==> src/rtl/mvau_weight_stream.sv <==
// Weight read sequencer and 2-deep stream buffer for one MVAU PE lane.
// Issues reads to a synchronous-read weight memory and delivers words in address order.
module mvau_weight_stream #(
  parameter int SIMD         = 2,
  parameter int TW           = 1,
  parameter int WMEM_DEPTH   = 4,
  parameter int WMEM_ADDR_BW = 4
) (
  input  logic                    aclk,
  input  logic                    aresetn,
  input  logic                    en,
  output logic [WMEM_ADDR_BW-1:0] wmem_addr,
  input  logic [SIMD*TW-1:0]      wmem_out,
  output logic                    wstrm_v,
  input  logic                    wstrm_rdy,
  output logic [SIMD*TW-1:0]      wstrm_data,
  output logic                    wstrm_last,
  output logic [1:0]              dbg_occ,
  output logic                    dbg_inflight
);

  localparam int DW = SIMD * TW;
  localparam logic [WMEM_ADDR_BW-1:0] LAST_ADDR = WMEM_ADDR_BW'(WMEM_DEPTH - 1);

  logic [WMEM_ADDR_BW-1:0] addr;
  logic                    inflight;
  logic                    inflight_last;
  logic [1:0]              occ;
  logic [1:0]              occ_after_pop;
  logic [DW-1:0]           head_data;
  logic                    head_last;
  logic [DW-1:0]           tail_data;
  logic                    tail_last;
  logic                    pop;
  logic                    push;
  logic                    issue;
  logic                    at_last;
  logic [2:0]              credit_used;

  // Stream handshake: a word transfers on every edge where wstrm_v && wstrm_rdy;
  // once wstrm_v is high it and the head word hold until that transfer happens.
  always_comb begin
    pop           = wstrm_v && wstrm_rdy;
    push          = inflight;
    at_last       = (addr == LAST_ADDR);
    credit_used   = {1'b0, occ} + {2'b0, inflight} - {2'b0, pop};
    issue         = en && (credit_used < 3'd2);
    occ_after_pop = occ - {1'b0, pop};
  end

  always_ff @(posedge aclk or negedge aresetn) begin
    if (!aresetn) begin
      addr          <= '0;
      inflight      <= 1'b0;
      inflight_last <= 1'b0;
    end else begin
      inflight <= issue;
      if (issue) begin
        inflight_last <= at_last;
        addr          <= at_last ? '0 : addr + WMEM_ADDR_BW'(1);
      end
    end
  end

  // The memory re-reads every edge, so the landing word is captured unconditionally;
  // the credit check above guarantees a free slot.
  always_ff @(posedge aclk or negedge aresetn) begin
    if (!aresetn) begin
      occ       <= 2'd0;
      head_data <= '0;
      head_last <= 1'b0;
      tail_data <= '0;
      tail_last <= 1'b0;
    end else begin
      if (pop) begin
        head_data <= tail_data;
        head_last <= tail_last;
      end
      if (push) begin
        if (occ_after_pop == 2'd0) begin
          head_data <= wmem_out;
          head_last <= inflight_last;
        end else begin
          tail_data <= wmem_out;
          tail_last <= inflight_last;
        end
      end
      occ <= occ_after_pop + {1'b0, push};
    end
  end

  assign wmem_addr    = addr;
  assign wstrm_v      = (occ != 2'd0);
  assign wstrm_data   = head_data;
  assign wstrm_last   = head_last;
  assign dbg_occ      = occ;
  assign dbg_inflight = inflight;

endmodule

==> config.mk <==
export PLATFORM = sky130hd
export DESIGN_NAME = mvau_weight_stream
export DESIGN_NICKNAME = d
export VERILOG_FILES = /design/src/rtl/mvau_weight_stream.sv
export SDC_FILE = /design/constraint.sdc
export NUM_CORES = 1
export LEC_CHECK = 0
export ABC_AREA = 0
export CAP_MARGIN = 0
export CORE_MARGIN = 1
export CORE_UTILIZATION = 47
export DETAILED_ROUTE_END_ITERATION = 10
export PLACE_DENSITY = 0.79
export SLEW_MARGIN = 40
export SYNTH_ARGS = -nofsm -noshare
export SYNTH_HDL_FRONTEND = slang
export SYNTH_SLANG_ARGS = --single-unit
==> constraint.sdc <==
create_clock -name aclk -period 2.6 [get_ports aclk]
set_input_delay 0.52 -clock aclk [delete_from_list [all_inputs] [get_ports aclk]]
set_output_delay 0.52 -clock aclk [all_outputs]
set_load 0.05 [all_outputs]
==> impl_metrics.csv, run 1 <==
group,metric,value,unit
die,rows,13,
routing,totalWireLength,1.222,mm
die,ios,17,
setup_path,rr_worst_depth,6,
global_routing,grt_pass1_wl,1.807,mm
sta,rsz0062_at_grt,"false",
synthesis,yosys_register_bits,14,
setup_path,r2r-start,"dbg_occ[1]$_DFF_PN0_",
power_and_ir_drop,ir_drop,0.6445,mV
place,dp_hpwl,922.2,microns
setup_path,crit_buf_inv,1,
clock_network,clkLatencyLatePin,280,ps
clock_network,cts_resized,0,
sta,fmax,0.4255,GHz
status,status,"complete, no violations",
synthesis,ys_warn_count,0,
sta,holdWs,523.2,ps
layout,drive_above_1_share,27.03,%
setup_path,worstPathRequired,2770,ps
routing,vias,474,
setup_path,cp-start-kind,"input pin",
sta,setup-violations-final,0,
global_routing,grt_pass1_vias,393,
routing,ant_nets,0,
setup_path,crit_arrival,2520,ps
die,design.core.area,0.001350,sq mm
routing,drtPass1Iterations,4,
die,fp.dieH,40.78,microns
sta,finalHoldViolCount,0,
layout,stdcell_area,925.9,sq um
synthesis,avgSynthCellArea,13.34,sq um
die,initial_core_util,52.36,%
routing,drcViolationCount,0,
setup_path,reg2reg_to,"inflight_last$_DFFE_PN0P_",
sta,slew-limit-headroom,57.52,%
power_and_ir_drop,power_density,1299,mW/mm^2
routing,viasPerCell,5.326,
clock_network,ctsRootBufferMaster,"clkbuf_4",
sta,finalCritPeriodShare,90.40,%
clock_network,tritoncts,"done",
place,place_congestion,0.7407,
die,die_area,0.001663,sq mm
worst_hold_path,hp-start,"tail_data[0]$_DFFE_PN0P_",
worst_hold_path,min_to,"tail_data[0]$_DFFE_PN0P_",
clock_network,clock-sinks,14,
synthesis,syn_nets,62,
routing,wire_per_inst,13.73,microns
layout,syn_to_final_growth,30.97,%
setup_path,critPathCaptureType,"flip-flop",
setup_path,critPathKind,"in -> reg",
setup_path,max_stage_delay,510,ps
synthesis,synth_cell_types,19,
place,port_buffers,16,
global_routing,grt_max_degree,15,
global_routing,grt_use_total,18.39,%
place,placed_area,889.6,sq um
synthesis,netlist_instances,53,
setup_path,slowest_stage,"clkdlybuf4s50_1",
sta,skew,2.914,ps
global_routing,grt.overflow.total,0,
setup_path,path_delay_family,"buffers and inverters",
worst_hold_path,min_path_cells,1,
setup_path,cp_max_fo,4,
setup_path,crit_path_start,"wstrm_rdy",
clock_network,cts_buffers,3,
synthesis,ys_seq_area_share,49.56,%
die,die-width,40.78,microns
sta,max_slew.worst_pin.slew,635.3,ps
layout,nets,84,
clock_network,cts_buffer_depth,2,
sta,slew_viol_final,0,
layout,antennaDiodeCount,0,
clock_network,clkTransAtPathRegs,80,ps
flow_run,drv_cap,0,
power_and_ir_drop,p_leak,0.0004318,uW
global_routing,grt_antenna_before_repair,0,
clock_network,cts_setup_buffers,0,
routing,first_iter_violations,6,
sta,fin_ws,249.7,ps
clock_network,ctsHoldBuffers,0,
setup_path,r2r_slack,360,ps
synthesis,synth_top_cell_by_area,"dfrtp_1",
layout,final_core_util,68.58,%
synthesis,synth.area.top_cells,"dfrtp_1 (50%), mux2_2 (16%), mux2_4 (6.4%)",
setup_path,crit_chain,"clkdlybuf4s50_1 > xor2_1 > nand2_1 > fa_1 > xnor2_1 > and3_1 > mux2_4",
place,pre_cts_ws,-9.172,ps
worst_hold_path,min_path_type,"reg -> reg",
sta,fin_crit,2350,ps
clock_network,htreeDepth,1,
synthesis,synth_area,706.9,sq um
synthesis,synth_top_cell_area_share,49.56,%
==> sequential cells by signal, indices dropped and copies added, names as in the netlist <==
register       flops
tail_data          2
wstrm_last         1
dbg_occ            2
tail_last          1
wmem_addr          4
dbg_inflight       1
wstrm_data         2
inflight_last      1
==> cell families (layout without fill, tap and decap cells) <==
family,count (synthesis),in the layout,share of synthesized area [%]
xor gates and xnor gates,4,4,4.957
muxes,13,13,22.30
DFF,14,14,49.56
and+or+nand+nor,14,14,12.57
adders and majority gates,3,3,6.371
buffers and inverters,2,23,2.123
AOI/OAI and AO/OA,3,3,2.123
==> routing by layer <==
layer  part of all wire, %  global-route usage, %  vias to the layer above  routed length, microns
li1                      -                      -                      228                       -
met5                     0                      0                        -                       0
met2                    47                  23.44                        6                     571
met3                   1.7                  8.152                        2                      21
met1                    50                  24.48                      238                     612
met4                   1.4                  12.50                        0                      17
==> synthesized netlist by cell type <==
master / n
dfrtp_1: 14
mux2_2: 10
mux2_4: 3
o21ai_0: 3
and3_1: 2
and4_1: 2
ha_1: 2
nor2_1: 2
nor2b_1: 2
nor3b_1: 2
xnor2_1: 2
xor2_1: 2
buf_6: 1
fa_1: 1
inv_1: 1
nand2_1: 1
nand2b_1: 1
nand3b_1: 1
or2_2: 1
==> power breakdown <==
group          internal (uW)  total (uW)  switching, uW
sequential               303         374           71.7
clock                   85.1         157           72.3
combinational            307         671            364
total                    695        1200            508
==> final cells by class <==
type / count / area (sq um)
flip-flops and latches: 14 / 350.3
inverters: 1 / 3.754
clock buffers: 4 / 36.28
multi-input cells: 37 / 341.6
repair buffers: 18 / 175.2
fillers: 98 / 424.2
well taps: 15 / 18.77
==> per-stage QoR <==
step | instances | power (uW) | TNS (ps)
finish | 89 | 1203 | 0
global route | 89 | 1271 | 0
global placement | 85 | 1038 | 0
CTS | 89 | 1215 | 0
detailed placement | 85 | 1054 | -15.87
floorplan | 53 | 872.1 | 0
==> layout by cell type (no fill, tap or decap), types with 2 or more instances in the layout <==
cell type        count
mux2_2              10
xor2_1               2
nor2b_1              2
buf_4                2
ha_1                 2
and3_1               2
o21ai_0              3
clkbuf_4             3
dfrtp_1             14
nor3b_1              2
clkdlybuf4s50_1     16
nor2_1               2
xnor2_1              2
and4_1               2
mux2_4               3
==> how the worst max path moves through the flow <==
stage / endpoint / slack (ps) / cells after the start
after floorplan: inflight_last$_DFFE_PN0P_ / 130 / 7
after global placement: inflight_last$_DFFE_PN0P_ / 20 / 7
final: inflight_last$_DFFE_PN0P_ / 250 / 7
after detailed placement: inflight_last$_DFFE_PN0P_ / -9 / 7
after global routing: wstrm_v / 190 / 2
after CTS: inflight_last$_DFFE_PN0P_ / 270 / 7
No activity file was read; power rests on OpenSTA's default activity.
==> inputs of run 2 (changes only) <==
--- a/config.mk
+++ b/config.mk
@@ -11,6 +11,7 @@
 export CORE_UTILIZATION = 47
 export DETAILED_ROUTE_END_ITERATION = 10
 export PLACE_DENSITY = 0.79
+export SKIP_CTS_REPAIR_TIMING = 1
 export SLEW_MARGIN = 40
 export SYNTH_ARGS = -nofsm -noshare
 export SYNTH_HDL_FRONTEND = slang
==> results of run 2 <==
The final DEF is identical to that of run 1; final timing and power are the same.
==> inputs of run 3 (changes only) <==
--- a/config.mk
+++ b/config.mk
@@ -8,10 +8,9 @@
 export ABC_AREA = 0
 export CAP_MARGIN = 0
 export CORE_MARGIN = 1
-export CORE_UTILIZATION = 47
+export CORE_UTILIZATION = 45
 export DETAILED_ROUTE_END_ITERATION = 10
-export PLACE_DENSITY = 0.79
-export SKIP_CTS_REPAIR_TIMING = 1
+export PLACE_DENSITY = 0.77
 export SLEW_MARGIN = 40
 export SYNTH_ARGS = -nofsm -noshare
 export SYNTH_HDL_FRONTEND = slang
==> impl_metrics.csv, run 3 (synthesis gave the netlist of run 1 again) <==
group,metric,value,unit
sta,fmax,0.4333,GHz
clock_network,cts_setup_buffers,0,
setup_path,slowest_stage,"clkdlybuf4s50_1",
power_and_ir_drop,internal_power,662.6,uW
setup_path,crit_buf_inv,1,
setup_path,crit_arrival,1790,ps
die,ios,17,
clock_network,cts_buffers,3,
global_routing,grt_max_degree,15,
routing,ant_nets,0,
clock_network,ctsHoldBuffers,0,
die,fp.dieH,41.64,microns
routing,vias,456,
place,dp_hpwl,950.8,microns
global_routing,grt_pass1_vias,443,
place,port_buffers,16,
setup_path,cp-start-kind,"flip-flop",
setup_path,critPathCaptureType,"output port",
power_and_ir_drop,p_sw,501.0,uW
setup_path,critPathKind,"reg -> out",
clock_network,clkTransAtPathRegs,80,ps
sta,rsz0062_at_grt,"false",
power_and_ir_drop,power_density,1276,mW/mm^2
routing,drcViolationCount,0,
power_and_ir_drop,power_frac_comb,57.8,%
setup_path,max_stage_delay,700,ps
worst_hold_path,min_path_type,"reg -> reg",
layout,largest_reg_flops,4,
routing,first_iter_violations,0,
setup_path,crit_chain,"or2_2 > clkdlybuf4s50_1",
layout,antennaDiodeCount,0,
clock_network,htreeDepth,1,
die,rows,13,
status,status,"complete, no violations",
setup_path,path_delay_family,"buffers and inverters",
sta,finalHoldViolCount,0,
sta,setup_tns,0,ps
routing,viasPerCell,5.182,
power_and_ir_drop,ir_drop,0.7202,mV
sta,max_slew.worst_pin.slew,620.4,ps
layout,nets,84,
sta,fin_crit,2308,ps
sta,slew-limit-headroom,58.51,%
sta,slew_viol_final,0,
die,initial_core_util,51.13,%
layout,final_common_cell,"clkdlybuf4s50_1",
layout,drive_above_1_share,26.03,%
die,die-width,41.64,microns
sta,holdWs,505.9,ps
global_routing,grt_use_total,16.53,%
clock_network,clkLatencyLatePin,270,ps
setup_path,cp_max_fo,9,
clock_network,ctsRootBufferMaster,"clkbuf_4",
layout,final_core_util,65.97,%
routing,wire_per_inst,13.93,microns
sta,setup-violations-final,0,
sta,skew,4.634,ps
layout,final_cell_mix,"clkdlybuf4s50_1 (16), dfrtp_1 (14), mux2_2 (10)",
layout,syn_to_final_growth,29.03,%
sta,fin_ws,291.9,ps
place,place_congestion,0.6442,
flow_run,drv_cap,0,
clock_network,cts_resized,0,
global_routing,grt_antenna_before_repair,0,
routing,totalWireLength,1.226,mm
clock_network,tritoncts,"done",
clock_network,cts_buffer_depth,2,
routing,drtPass1Iterations,1,
global_routing,grt.overflow.total,0,
die,design.core.area,0.001383,sq mm
global_routing,grt_pass1_wl,2.104,mm
clock_network,clock-sinks,14,
power_and_ir_drop,p_leak,0.0004246,uW
power_and_ir_drop,switching_share,43.06,%
sta,finalCritPeriodShare,88.77,%
die,die_area,0.001733,sq mm
power_and_ir_drop,seqPwrFrac,32.3,%
setup_path,worstPathRequired,2080,ps
place,pre_cts_ws,9.350,ps
power_and_ir_drop,p_clk_share,9.9,%
## run 3: layout make-up
type,count,area (sq um)
flip-flops and latches,14,350.3
inverters,1,3.754
fillers,102,470.5
clock buffers,3,22.52
well taps,15,18.77
repair buffers,18,175.2
multi-input cells,37,341.6
## run 3: per-layer routing
metal / global-route usage (%) / vias to the layer above / wire (microns)
met4: 3.871 / 0 / 0
met1: 21.75 / 219 / 573
met5: 0 / - / 0
li1: - / 226 / -
met3: 7.826 / 0 / 68
met2: 24.69 / 11 / 584
## run 3: power by group through the flow
stage | combinational (uW) | sequential, uW | clock (uW)
floorplan | 320 | 552 | 0
global placement | 663 | 376 | 0
detailed placement | 677 | 380 | 0
CTS | 679 | 376 | 125
global route | 710 | 393 | 133
finish | 672 | 376 | 116
## run 3: final timing paths
check                                 startpoint                       end  slack, ps  cells past startpoint
max                         dbg_occ[1]$_DFF_PN0_                   wstrm_v        290                      2
max in group asynchronous                aresetn   wstrm_data[1]$_DFF_PN0_       1570                      1
max reg2reg                 dbg_occ[1]$_DFF_PN0_  wmem_addr[1]$_DFFE_PN0P_        350                      6
min reg2reg                tail_last$_DFFE_PN0P_     tail_last$_DFFE_PN0P_        510                      1
min                        tail_last$_DFFE_PN0P_     tail_last$_DFFE_PN0P_        510                      1
min in group asynchronous                aresetn      dbg_occ[1]$_DFF_PN0_        630                      1
## run 3: metrics by stage
step	power, uW	area (sq um)	std cells
floorplan	872.1	706.9	53
global placement	1039	889.6	85
detailed placement	1057	889.6	85
CTS	1180	912.1	88
global route	1236	912.1	88
finish	1164	912.1	88
